<file path="src/rtl/hazard_forward_unit.sv">
// hazard_forward_unit: EX operand forwarding, load-use stall, branch flush and saturating stall/flush counters
module hazard_forward_unit #(
  parameter int CNT_W = 16
) (
  input  logic             clk,
  input  logic             reset,
  input  logic [4:0]       RsAddr_id,
  input  logic [4:0]       RtAddr_id,
  input  logic             UsesRs_id,
  input  logic             UsesRt_id,
  input  logic [4:0]       RegWriteAddr_ex,
  input  logic             RegWrite_ex,
  input  logic             MemRead_ex,
  input  logic             Branch_taken,
  output logic [1:0]       ForwardA,
  output logic [1:0]       ForwardB,
  output logic             PC_Write,
  output logic             IFID_Write,
  output logic             IFID_Flush,
  output logic             IDEX_Flush,
  output logic             EXMEM_Flush,
  output logic [CNT_W-1:0] StallCount,
  output logic [CNT_W-1:0] FlushCount
);
  logic [4:0] rs_ex, rt_ex, mem_dst, wb_dst;
  logic       mem_we, wb_we, lu, br, stall;
  // reset gates the controls so a stall in progress drops without waiting for a clock
  assign br    = Branch_taken & ~reset;
  assign lu    = ~reset & MemRead_ex & RegWrite_ex & (RegWriteAddr_ex != 5'd0) &
                 ((UsesRs_id & (RegWriteAddr_ex == RsAddr_id)) | (UsesRt_id & (RegWriteAddr_ex == RtAddr_id)));
  assign stall = lu & ~br;
  assign PC_Write    = ~stall;
  assign IFID_Write  = ~stall;
  assign IFID_Flush  = br;
  assign IDEX_Flush  = stall | br;
  assign EXMEM_Flush = br;
  always_comb begin
    ForwardA = (mem_we && mem_dst != 5'd0 && mem_dst == rs_ex) ? 2'b10 :
               (wb_we && wb_dst != 5'd0 && wb_dst == rs_ex) ? 2'b01 : 2'b00;
    ForwardB = (mem_we && mem_dst != 5'd0 && mem_dst == rt_ex) ? 2'b10 :
               (wb_we && wb_dst != 5'd0 && wb_dst == rt_ex) ? 2'b01 : 2'b00;
  end
  always_ff @(posedge clk or posedge reset) begin
    if (reset) begin
      rs_ex      <= '0;
      rt_ex      <= '0;
      mem_dst    <= '0;
      mem_we     <= 1'b0;
      wb_dst     <= '0;
      wb_we      <= 1'b0;
      StallCount <= '0;
      FlushCount <= '0;
    end else begin
      rs_ex      <= (IDEX_Flush || !UsesRs_id) ? 5'd0 : RsAddr_id;
      rt_ex      <= (IDEX_Flush || !UsesRt_id) ? 5'd0 : RtAddr_id;
      mem_dst    <= EXMEM_Flush ? 5'd0 : RegWriteAddr_ex;
      mem_we     <= EXMEM_Flush ? 1'b0 : RegWrite_ex;
      wb_dst     <= mem_dst;
      wb_we      <= mem_we;
      StallCount <= (stall && StallCount != '1) ? StallCount + 1'b1 : StallCount;
      FlushCount <= (br && FlushCount != '1) ? FlushCount + 1'b1 : FlushCount;
    end
  end
endmodule

</file>
<file path="config.mk">
export PLATFORM = sky130hd
export DESIGN_NAME = hazard_forward_unit
export DESIGN_NICKNAME = d
export VERILOG_FILES = /design/src/rtl/hazard_forward_unit.sv
export SDC_FILE = /design/constraint.sdc
export NUM_CORES = 1
export LEC_CHECK = 0
export BUFFER_PORTS_ARGS = -buffer_cell sky130_fd_sc_hd__buf_2
export CORE_MARGIN = 5
export CORE_UTILIZATION = 55
export CTS_BUF_LIST = sky130_fd_sc_hd__clkbuf_2
export CTS_CLUSTER_SIZE = 10
export DETAILED_ROUTE_END_ITERATION = 6
export GPL_TIMING_DRIVEN = 1
export PLACE_DENSITY = 0.81
export SLEW_MARGIN = 10
export SYNTH_ARGS = -nofsm -noshare
export SYNTH_HDL_FRONTEND = slang
export SYNTH_SLANG_ARGS = --single-unit
</file>
<file path="constraint.sdc">
create_clock -name clk -period 2.2 [get_ports clk]
set_input_delay 0.22 -clock clk [delete_from_list [all_inputs] [get_ports clk]]
set_output_delay 0.22 -clock clk [all_outputs]
set_load 0.03 [all_outputs]
</file>
==> qor.csv <==
stage;metric;value;unit
run_status;status;finished with violations;
run_status;failing checks;setup timing;
die;FP Rows;25;
routing;first-pass detailed-route iteration total;4;
routing;Vias;2160;
cts;clock sink total;54;
synthesis;Top FF cell, synth;dfrtp_1;
cells_and_area;Layout Utilization;70.9;%
cts;CTS Buffer Depth;2;
die;Initial Utilization;56.7;%
synthesis;syn_area_per_cell;10.7;sq um
routing;WL final;6000;microns
cells_and_area;FF+latch area;1350;sq um
routing;DRT iter0 DRCs;135;
sta;Max Slew Vio Count;0;
synthesis;register area share after synthesis;50.1;%
synthesis;Commonest cells post-synth;dfrtp_1, xnor2_1, xor2_1;
routing;Post-DRT Antenna Nets;0;
sta;Peak Freq;0.427;GHz
synthesis;Mapped Area;2700;sq um
synthesis;Synth Warn #;0;
synthesis;largest area contributor in the netlist;dfrtp_1;
cts;clk_lat worst skew;430;ps
job;Max Cap Viol;0;
worst_setup_path;crit path launch type;flip-flop;
sta;Final Setup Violations;2;
place;placed cell count;378;
cells_and_area;count of non-filler cells in the finished layout;401;
synthesis;#FFs+latches synth;54;
cells_and_area;fillcell total;377;
sta;PnR worst setup slack;-141;ps
synthesis;top-area cell type share of the netlist area;50.1;%
place;IO Port Bufs;62;
worst_setup_path;Critical Path AT;2120;ps
sta;RSZ-0062 raised after global routing;true;
routing;DRC Markers;0;
global_routing;GRT Util Overall;19.6;%
worst_setup_path;Worst Path Required;1980;ps
synthesis;most common cell in the synthesized netlist;dfrtp_1;
worst_setup_path;critical path peak fanout;2;
die;I/O pin count;63;
cts;Worst-path clk slew;240;ps
die;core area;4750;sq um
die;chip width;80.0;microns
sta;Post-Route Skew;10.9;ps
routing;WL/cell;15.0;microns
die;die area;6410;sq um
cells_and_area;Multi-input gate area;1330;sq um
power_and_ir_drop;Tot Pwr;2.27;mW
synthesis;Synth Net Count;275;
global_routing;initial antenna violation count;0;
cells_and_area;layout cells sized above 1;30.8;%
place;DP HPWL;4390;microns
cells_and_area;Layout area overhead;25.0;%
place;routability cong.;0.865;
worst_setup_path;critical path class;flip-flop to primary output;
synthesis;Mapped Cells;251;
sta;Rel. slew slack;66.6;%
global_routing;largest net degree at the start of global routing;44;
cells_and_area;Final Net Count;357;
sta;period utilization;106;%
synthesis;Post-synth ARST share;100;%
worst_setup_path;crit end category;primary output;
sta;final hold slack;48.0;ps
sta;measured slew at the worst slew-check pin;499;ps
sta;crit path time final;2340;ps
routing;vias per inst;5.39;
sta;Hold Fails Final Rpt;0;
cts;Num CTS Buffers;5;
global_routing;vias in the first global route;2138;
synthesis;top cells by area, synth;dfrtp_1, xnor2_1, xor2_1;
die;Chip Height;80.0;microns
power_and_ir_drop;Power per Cell Area;674;nW/um^2
cts;TritonCTS clock tree;built;
global_routing;first-pass GRT wire length;9780;microns
power_and_ir_drop;Max rail drop VDD;0.000664;V
cells_and_area;antenna cells;0;
min_path;worst min path class;input pin to flip-flop;
global_routing;grt total ovfl;0;
synthesis;number of enable flip-flop cells after synthesis;0;
synthesis;Netlist cell types;37;
cts;Root Driver;clkbuf_2;
power_and_ir_drop;Static Leakage;1.65;nW
cts;htree depth;2;
## layout make-up
| class | instances | area share [%] |
|---|---|---|
| multi-input combinational | 183 | 39.4 |
| clock buffer | 5 | 0.742 |
| sequential | 54 | 40.1 |
| inverter | 8 | 0.891 |
| clock inverter | 3 | 1.89 |
| tap | 67 | 2.49 |
| timing repair buffer | 81 | 14.5 |
## where the power goes
group	total, mW	internal (mW)	switching, mW
Combinational	0.495	0.194	0.301
Sequential	1.18	1.08	0.105
Clock	0.598	0.302	0.296
## what timing repair did
item | in CTS | in global routing
hold buffers | 2 | 4
setup buffers | 7 | 2
gates cloned | 0 | 0
resized for setup | 4 | 7
pin swaps | 2 | 2
endpoints found under the setup margin | 4 | 4
endpoints found under the hold margin | 12 | 4
## flip-flops by register name, summed over array words and instances (netlist names)
register and flops:
rs_ex 5, StallCount 16, rt_ex 5, wb_we 1, mem_dst 5, mem_we 1
wb_dst 5, FlushCount 16
## kinds of logic after synthesis
group | Yosys count | share of synthesized area (%)
multiplexers | 4 | 1.67
flip-flops | 54 | 50.1
buffers and inverters | 14 | 2.74
XOR/XNOR | 57 | 18.5
adder cells (fa/ha/maj) | 2 | 0.927
AO/OA/AOI/OAI | 14 | 3.85
AND/OR/NAND/NOR | 106 | 22.2
## critical path: stages (launching register included)
cell     delay, ps
dfrtp_1        430
or4_4          550
o21ai_4        160
nor4_2          80
nor4_2         280
buf_4          200
## metal layers
layer,track usage [%],up-vias,share of wire (%)
met5,0,-,0
met2,33.4,62,51
met4,6.08,0,1.8
met3,4.63,14,5.0
li1,-,1038,-
met1,24.6,1046,42
## stage by stage
stage | setup slack, ps | area (sq um) | TNS [ps]
floorplan | -26.1 | 2720 | -45.5
global placement | 246 | 3110 | 0
detailed placement | 185 | 3110 | 0
CTS | -115 | 3280 | -276
global route | -273 | 3370 | -655
finish | -141 | 3370 | -242
## final timing paths
path,from,end,slack [ps],cells past startpoint
min in group asynchronous,reset,StallCount[7]$_DFFE_PP0P_,250,3
worst min register to register,mem_we$_DFF_PP0_,wb_we$_DFF_PP0_,500,0
worst max register to register,FlushCount[0]$_DFFE_PP0P_,FlushCount[1]$_DFFE_PP0P_,350,4
worst min-delay path,RtAddr_id[0],rt_ex[0]$_DFF_PP0_,50,2
max in group asynchronous,reset,mem_dst[0]$_DFF_PP0_,1450,4
worst max-delay path,mem_dst[3]$_DFF_PP0_,ForwardA[0],-140,5
## cell usage in the layout, fill, tap and decap left out, types with 5 or more instances in the layout
| master | synthesis | final |
|---|---|---|
| and3_1 | 15 | 15 |
| nand4_1 | 11 | 11 |
| xor2_1 | 21 | 21 |
| nand3_1 | 20 | 20 |
| and2_1 | 6 | 6 |
| nor3_1 | 7 | 7 |
| nand2_1 | 16 | 16 |
| dfrtp_1 | 54 | 53 |
| buf_4 | 3 | 15 |
| dlygate4sd3_1 | 0 | 6 |
| nor2_1 | 10 | 10 |
| xnor2_1 | 36 | 35 |
| buf_2 | 2 | 59 |
| inv_1 | 7 | 6 |
| clkbuf_2 | 0 | 5 |
Power figures use the tool's default switching activity.
